--- config.mk ---
export PLATFORM = sky130hd
export DESIGN_NAME = pipe_elastic_stage_flat
export DESIGN_NICKNAME = d
export VERILOG_FILES = /design/src/rtl/pipe_pkg.sv /design/src/rtl/pipe_elastic_stage_if.sv /design/src/rtl/pipe_elastic_mem.sv /design/src/rtl/pipe_elastic_stage.sv /design/src/flat_wrapper.sv
export SDC_FILE = /design/constraint.sdc
export NUM_CORES = 1
export LEC_CHECK = 0
export ABC_AREA = 1
export CAP_MARGIN = 10
export CORE_MARGIN = 2
export CORE_UTILIZATION = 30
export CTS_CLUSTER_SIZE = 28
export DETAILED_ROUTE_END_ITERATION = 6
export GPL_TIMING_DRIVEN = 0
export SYNTH_ARGS = -nofsm -noshare
export SYNTH_HDL_FRONTEND = slang
export SYNTH_SLANG_ARGS = --single-unit
--- constraint.sdc ---
create_clock -name clk -period 4.9 [get_ports clk]
set_input_delay 0.735 -clock clk [delete_from_list [all_inputs] [get_ports clk]]
set_output_delay 0.735 -clock clk [all_outputs]
set_load 0.005 [all_outputs]
--- src/rtl/pipe_pkg.sv ---
// Shared definitions for the elastic pipeline fences of the RV32 core.
// Contents:
//   - per-stage payload widths
//   - width helpers for the occupancy counter and the buffer pointers
//   - pointer increment with wrap, valid for any depth including
//     non-power-of-two depths
package pipe_pkg;

    localparam int IF_ID_W  = 64;
    localparam int ID_EX_W  = 160;
    localparam int EX_MEM_W = 107;
    localparam int MEM_WB_W = 71;

    // The counter has to hold every value from 0 to depth inclusive.
    function automatic int cnt_width(input int depth);
        return $clog2(depth + 1);
    endfunction

    // A single-entry buffer still needs a one-bit pointer for a legal port.
    function automatic int ptr_width(input int depth);
        return (depth > 1) ? $clog2(depth) : 1;
    endfunction

    // Wrapping is done by compare, so non-power-of-two depths never
    // index past the last entry.
    function automatic int unsigned ptr_next(input int unsigned ptr,
                                             input int unsigned depth);
        return (ptr == depth - 1) ? 0 : ptr + 1;
    endfunction

endpackage

--- src/rtl/pipe_elastic_stage_if.sv ---
// Valid/ready payload channel used on both sides of an elastic stage.
// Signals:
//   valid - producer has a payload this cycle
//   ready - consumer can take it this cycle
//   data  - W-bit payload
// Modports:
//   master - producer side (drives valid/data, observes ready)
//   slave  - consumer side (drives ready, observes valid/data)
interface pipe_elastic_stage_if #(
    parameter int W = 32
);
    logic         valid;
    logic         ready;
    logic [W-1:0] data;

    modport master (output valid, output data, input ready);
    modport slave  (input valid, input data, output ready);
endinterface

--- src/rtl/pipe_elastic_mem.sv ---
// Storage array for an elastic stage: DEPTH entries of W bits.
// Ports:
//   clk   - rising-edge clock
//   we    - write enable
//   waddr - write index
//   wdata - write payload
//   raddr - read index (asynchronous read)
//   rdata - payload at raddr
// The array is never cleared; occupancy tracking lives in the control logic.
module pipe_elastic_mem #(
    parameter int W     = 32,
    parameter int DEPTH = 2,
    parameter int AW    = 1
) (
    input  logic          clk,
    input  logic          we,
    input  logic [AW-1:0] waddr,
    input  logic [W-1:0]  wdata,
    input  logic [AW-1:0] raddr,
    output logic [W-1:0]  rdata
);

    logic [W-1:0] mem [DEPTH];

    // Single write port; the control logic only ever addresses valid slots.
    always_ff @(posedge clk) begin
        if (we) begin
            mem[waddr] <= wdata;
        end
    end

    assign rdata = mem[raddr];

endmodule

--- src/rtl/pipe_elastic_stage.sv ---
// Elastic pipeline fence: a DEPTH-entry valid/ready buffer of W-bit payloads
// placed between core stages. Upstream stalls come from up.ready; flush
// synchronously discards everything in flight.
// Ports:
//   clk   - rising-edge clock
//   rst   - asynchronous active-low reset
//   flush - synchronous kill of all held entries
//   up    - upstream channel (slave): valid/data in, ready out
//   dn    - downstream channel (master): valid/data out, ready in
//   count - current occupancy, 0..DEPTH
// Build option PIPE_BYPASS_EN: an empty stage forwards the incoming payload
// combinationally when downstream is ready, without storing it.
module pipe_elastic_stage
    import pipe_pkg::*;
#(
    parameter int W     = 32,
    parameter int DEPTH = 2,
    localparam int CNT_W = cnt_width(DEPTH)
) (
    input  logic                  clk,
    input  logic                  rst,
    input  logic                  flush,
    pipe_elastic_stage_if.slave   up,
    pipe_elastic_stage_if.master  dn,
    output logic [CNT_W-1:0]      count
);

    localparam int PTR_W = ptr_width(DEPTH);
    localparam logic [CNT_W-1:0] FULL_CNT = CNT_W'(DEPTH);

    logic [PTR_W-1:0] rd_ptr;
    logic [PTR_W-1:0] wr_ptr;
    logic [CNT_W-1:0] count_q;
    logic [W-1:0]     head;
    logic             empty;
    logic             full;
    logic             push;
    logic             pop;
    logic             store;
    logic             advance;

    assign empty = (count_q == '0);
    assign full  = (count_q == FULL_CNT);

`ifdef PIPE_BYPASS_EN
    // Empty stage passes the upstream payload straight through; flush
    // blanks both handshakes for its cycle.
    assign up.ready = ~flush & (~full | dn.ready);
    assign dn.valid = ~flush & (up.valid | ~empty);
    assign dn.data  = empty ? up.data : head;
`else
    // Both handshake outputs come only from registered occupancy, so there
    // is no combinational path from dn.ready to up.ready.
    assign up.ready = ~full;
    assign dn.valid = ~empty;
    assign dn.data  = head;
`endif

    assign push = up.valid & up.ready;
    assign pop  = dn.valid & dn.ready;

    // A push that is consumed in the same cycle from an empty stage is a
    // pass-through and never lands in storage (only reachable with bypass).
    assign store   = push & ~(pop & empty);
    assign advance = pop & ~empty;

    assign count = count_q;

    pipe_elastic_mem #(
        .W     (W),
        .DEPTH (DEPTH),
        .AW    (PTR_W)
    ) u_mem (
        .clk   (clk),
        .we    (store & ~flush),
        .waddr (wr_ptr),
        .wdata (up.data),
        .raddr (rd_ptr),
        .rdata (head)
    );

    // Pointer and occupancy state; flush outranks any same-cycle transfer.
    always_ff @(posedge clk or negedge rst) begin
        if (!rst) begin
            rd_ptr  <= '0;
            wr_ptr  <= '0;
            count_q <= '0;
        end else if (flush) begin
            rd_ptr  <= '0;
            wr_ptr  <= '0;
            count_q <= '0;
        end else begin
            if (store) begin
                wr_ptr <= PTR_W'(ptr_next(32'(wr_ptr), DEPTH));
            end
            if (advance) begin
                rd_ptr <= PTR_W'(ptr_next(32'(rd_ptr), DEPTH));
            end
            case ({store, advance})
                2'b10:   count_q <= count_q + 1'b1;
                2'b01:   count_q <= count_q - 1'b1;
                default: count_q <= count_q;
            endcase
        end
    end

endmodule

--- src/flat_wrapper.sv ---
// flat-port wrapper written by rule: the top's interface ports become plain ports
module pipe_elastic_stage_flat import pipe_pkg::*;
#(
    parameter int W     = 32,
    parameter int DEPTH = 2,
    localparam int CNT_W = cnt_width(DEPTH)
)
  (clk, rst, flush, count, up_valid, up_data, up_ready, dn_valid, dn_data, dn_ready);
  pipe_elastic_stage_if #(.W(W)) up_i ();
  pipe_elastic_stage_if #(.W(W)) dn_i ();
  input  logic clk;
  input  logic rst;
  input  logic flush;
  output logic [CNT_W-1:0] count;
  input wire logic [$bits(up_i.valid)-1:0] up_valid;
  input wire logic [$bits(up_i.data)-1:0] up_data;
  output wire logic [$bits(up_i.ready)-1:0] up_ready;
  output wire logic [$bits(dn_i.valid)-1:0] dn_valid;
  output wire logic [$bits(dn_i.data)-1:0] dn_data;
  input wire logic [$bits(dn_i.ready)-1:0] dn_ready;
  assign up_i.valid = up_valid;
  assign up_i.data = up_data;
  assign up_ready = up_i.ready;
  assign dn_valid = dn_i.valid;
  assign dn_data = dn_i.data;
  assign dn_i.ready = dn_ready;
  pipe_elastic_stage #(.W(W), .DEPTH(DEPTH)) u_core (.clk(clk), .rst(rst), .flush(flush), .up(up_i), .dn(dn_i), .count(count));
endmodule
Word level (Yosys, flattened, before mapping):

Memory sizes are Yosys's and may differ from the RTL's.
Index checks and enable logic that the tools add are counted.

* register bits after elaboration: 4
* input port bits: 37
* RAM bits: 64
* word-level logic and storage cells: 35
* output and inout bits: 36
* memories: 1

Memory list
* u_core.u_mem.mem: words 2, bits a word 32, read ports 1, clocked after memory_dff 0, wr ports 1, line pipe_elastic_mem.sv:23 `logic [W-1:0] mem [DEPTH];`

* bitwise operators: 10
* reductions and logical operators: 4
* muxes and demuxes: 10
* add/sub/neg operators: 4
* eq/ne operators: 3

Operator list (number)
* 1-bit 2-to-1 mux: 8
* 1-bit bitwise AND: 6
* 2-bit == test, second input constant: 2
* 1-bit NOT: 4
* 2-bit one-hot mux with 2 select lines: 1
* 2-bit nonzero test: 2
* 3-bit nonzero test: 1
* 1-bit adder, second input constant: 2
* 2-bit by 1-bit adder with 2-bit output, second input constant: 1
* 2-bit by 1-bit == test with 1-bit output, second input constant: 1
* 2-bit logical NOT: 1
* 2-bit 2-to-1 mux: 1
* 2-bit by 1-bit subtractor with 2-bit output, second input constant: 1

Depth between registers and ports, before layout:

* word-level depth: 9
* depth in mapped cells: 8
* mapped depth without buffers: 8

Modules after synthesis:

From an unflattened synthesis, not the netlist that was laid out.

* cells, all modules: 206
* area, all modules: 2687.6 µm²

Modules (own cells, without submodules)
* pipe_elastic_mem: times used 1, sequential area each 1921.8 µm², cells an instance 172, area each 2428.6 µm²
* pipe_elastic_stage: times used 1, sequential area each 100.1 µm², cells an instance 34, area each 259.0 µm²

Worst setup path before layout:

Ideal clock, no wire load.

* path type: input to register
* start: input port up_valid
* end: memory u_core.u_mem.mem[0][0], enable pin
* path buffers: 0
* required time: 4.479 ns
* arrival: 2.269 ns
* library setup time: 0.421 ns
* cell stages on the path: 4
* slack: 2.209 ns
* path through: nand2_4 inv_2 nand2_1 nor2_1

* longest elaborated chain between the ends: 5

RTL lines
* start: declaration: line flat_wrapper.sv:15 `input wire logic [$bits(up_i.valid)-1:0] up_valid;`
* 1-bit bitwise AND: line pipe_elastic_stage.sv:59 `assign push = up.valid & up.ready;`
* 1-bit bitwise AND: line pipe_elastic_stage.sv:64 `assign store = push & ~(pop & empty);`
* 1-bit bitwise AND: line pipe_elastic_stage.sv:75 `.we (store & ~flush),`
* 1-bit 2-to-1 mux: line pipe_elastic_mem.sv:27 `if (we) begin`
* 1-bit 2-to-1 mux (implied by the code): line pipe_elastic_mem.sv:28 `mem[waddr] <= wdata;`
* end: declaration: line pipe_elastic_mem.sv:23

No other way between the ends.

Worst setup path after layout:

* start: register u_core.rd_ptr
* end: output port dn_data[30]

* longest elaborated chain between the ends: 1

RTL lines
* start: declaration: line pipe_elastic_stage.sv:31 `logic [PTR_W-1:0] rd_ptr;`
* start signal: assignment: line pipe_elastic_stage.sv:97 `rd_ptr <= PTR_W'(ptr_next(32'(rd_ptr), DEPTH));`
* memory read 2 x 32 bit
* end: declaration: line flat_wrapper.sv:19 `output wire logic [$bits(dn_i.data)-1:0] dn_data;`

No other way between the ends.

==> run_results.csv <==
group,metric,value,unit
timing,clock.fmax,357.2,MHz
worst_setup_path,end_kind,"primary output",
power_and_ir_drop,vdd_drop_max,0.1659,mV
timing,maxSlewHeadroom,63.85,%
synth,synthCells,204,
synth,synth-simple-area-share,18.40,%
timing,skew,6.846,ps
worst_setup_path,crit_arrival,2060,ps
synth,ys_warn_count,0,
synth,ys_seq_area_share,78.26,%
final_layout,area_growth,44.07,%
synth,synth_top_family_by_area,"simple AND/OR/NAND/NOR gates",
power_and_ir_drop,total_power,0.001663,W
floorplan,die_area,9371,µm²
timing,worstMarginPinSlew,540.9,ps
clock_tree,cts_setup_buffers,0,
routing,routed_wl,4914,µm
global_routing,antenna_found_initial,0,
routing,vias,1667,
run_status,run_status,"complete, no violations",
final_layout,final_net_count,326,
timing,min_period,2799,ps
global_routing,track_usage,11.12,%
floorplan,fp.dieH,96.81,µm
hold_path,hp-class,"flip-flop to flip-flop",
synth,synth-compound-area-share,1.017,%
floorplan,chipWidth,96.81,µm
clock_tree,holdBufCountCts,0,
routing,viasPerCell,4.178,
floorplan,rows,33,
timing,finalSetupViolCount,0,
global_routing,grt_pass1_wl,7928,µm
final_layout,drive_gt1_share,11.22,%
timing,grt_setup_unrepaired,"false",
placement,portBuffers,72,
timing,finalSetupTns,0,ps
clock_tree,clk_latency,340,ps
placement,gp_congestion,0.7176,
clock_tree,root_buffer,"clkbuf_8",
power_and_ir_drop,p_leak,1.428,nW
synth,synthXorXnorAreaFrac,0,%
floorplan,initial_utilization,31.13,%
worst_setup_path,startpoint_type,"flip-flop",
global_routing,grt_max_degree,19,
timing,slew_viol_final,0,
clock_tree,htree_levels,3,
worst_setup_path,worstPathRequired,4160,ps
routing,drc,0,
synth,synth_cell_types,16,
worst_setup_path,path_class,"flip-flop to primary output",
routing,dr.pass1.iters,4,
final_layout,antenna_cells,0,
timing,finalHoldViolations,0,
floorplan,core-area,8299,µm²
worst_setup_path,rrSetupSlack,3070,ps
routing,drt_iter0_drc,58,
placement,placed_area,3506,µm²
routing,ant_nets,0,
synth,syn_area_per_cell,12.67,µm²
placement,hpwl,3227,µm
timing,holdWs,553.4,ps
clock_tree,clock-sinks,68,
final_layout,fin_area,3722,µm²
clock_tree,clock_path_buffers,2,
synth,synthMuxAreaShare,0,%
clock_tree,cts_made_buffers,9,
clock_tree,ctsResizeCount,0,
clock_tree,clk_pin_slew,70,ps
global_routing,grt_overflow,0,
synth,syn_area,2584,µm²
final_layout,n_fill_cell,774,
timing,post-route-period-util,57.13,%
synth,synth_fa_ha_area_share,0,%
synth,synth_seq_cells,68,
global_routing,grt_pass1_vias,1625,
job,cap_violations,0,
floorplan,pin_count,73,
power_and_ir_drop,power_density,446.7,nW/µm²
synth,syn_nets,241,
routing,wire_per_inst,12.32,µm
worst_setup_path,cp_max_fo,10,
clock_tree,cts_tree,"built",
-- routing by layer --
layer | GRT usage [%] | part of all wire (%) | vias to the layer above
li1 | - | - | 845
met1 | 13.51 | 44 | 765
met2 | 17.31 | 48 | 49
met3 | 4.697 | 6.3 | 8
met4 | 4.875 | 1.6 | 0
met5 | 0 | 0 | -
-- state kept, by name, summed over array words and instances, names as in the netlist --
name and cells:
u_core.u_mem.mem 64, u_core.rd_ptr 1, u_core.count 2, u_core.wr_ptr 1
-- cells in the final DEF (no fill, tap or decap) --
master,count
clkinv_2,1
nor2_1,1
clkinvlp_4,2
o22ai_1,1
nor2_2,1
clkbuf_1,5
nand2_1,104
buf_16,2
nand2_4,2
edfxtp_1,64
dfrtp_1,4
clkinv_4,1
bufinv_16,2
o21ai_1,3
nor2_4,4
buf_2,3
nand2_2,2
a21oi_1,1
inv_1,4
clkbuf_8,9
nand3_1,2
inv_2,4
clkdlybuf4s50_1,72
-- through the flow --
stage	instances	worst slack, ps	util [%]
2_1_floorplan	204	2209	-
3_3_place_gp	381	803.0	41.40
3_5_place_dp	383	2398	42.24
4_1_cts	399	2036	44.85
5_1_grt	399	1915	44.85
6_report	399	2101	44.85
-- worst paths after layout --
kind,cells past startpoint,start,endpoint
setup / recovery,6,u_core.rd_ptr$_DFFE_PN0P_,dn_data[30]
hold / removal,1,u_core.wr_ptr$_DFFE_PN0P_,u_core.wr_ptr$_DFFE_PN0P_
setup reg to reg,7,u_core.count[0]$_DFFE_PN0P_,u_core.u_mem.mem[0][4]$_DFFE_PP_
hold reg to reg,1,u_core.wr_ptr$_DFFE_PN0P_,u_core.wr_ptr$_DFFE_PN0P_
max in group asynchronous,1,rst,u_core.count[1]$_DFFE_PN0P_
min in group asynchronous,1,rst,u_core.count[0]$_DFFE_PN0P_
-- report_power, final --
part | internal (W) | leakage [nW] | switching (W) | total [W]
clock network | 0.000286 | 0.102 | 0.000207 | 0.000494
registers | 0.000697 | 0.638 | 0.0000195 | 0.000717
logic | 0.000238 | 0.687 | 0.000215 | 0.000452
-- critical path: stages, from the launching register on --
cell	delay, ps
dfrtp_1	360
buf_2	160
inv_2	90
clkbuf_1	410
nand2_1	90
nand2_1	100
clkdlybuf4s50_1	510
-- final cells by class --
class | count | area [µm²] | share of cell area (%)
Sequential cell | 68 | 2022 | 54.32
Timing Repair Buffer | 74 | 775.7 | 20.84
Multi-Input combinational cell | 121 | 516.7 | 13.88
Tap cell | 105 | 131.4 | 3.529
Clock buffer | 10 | 127.6 | 3.429
Clock inverter | 6 | 88.84 | 2.387
Buffer | 7 | 30.03 | 0.8067
Inverter | 8 | 30.03 | 0.8067
-- kinds of logic (layout without fill, tap and decap cells) --
group           count (synthesis)  in the layout
buf+inv                        15            105
simple gates                  116            116
flops                          68             68
compound gates                  5              5
-- Yosys cell counts (all sizes together) --
master	count	area (µm²)
o21ai	3	15.01
nand2	108	425.4
edfxtp	64	1922
clkbuf	4	15.01
nor2	6	40.04
dfrtp	4	100.1
o22ai	1	6.260
nand3	2	10.01
a21oi	1	5.000
buf	3	15.01
inv	8	30.02
No activity file was read; power rests on OpenSTA's default activity.
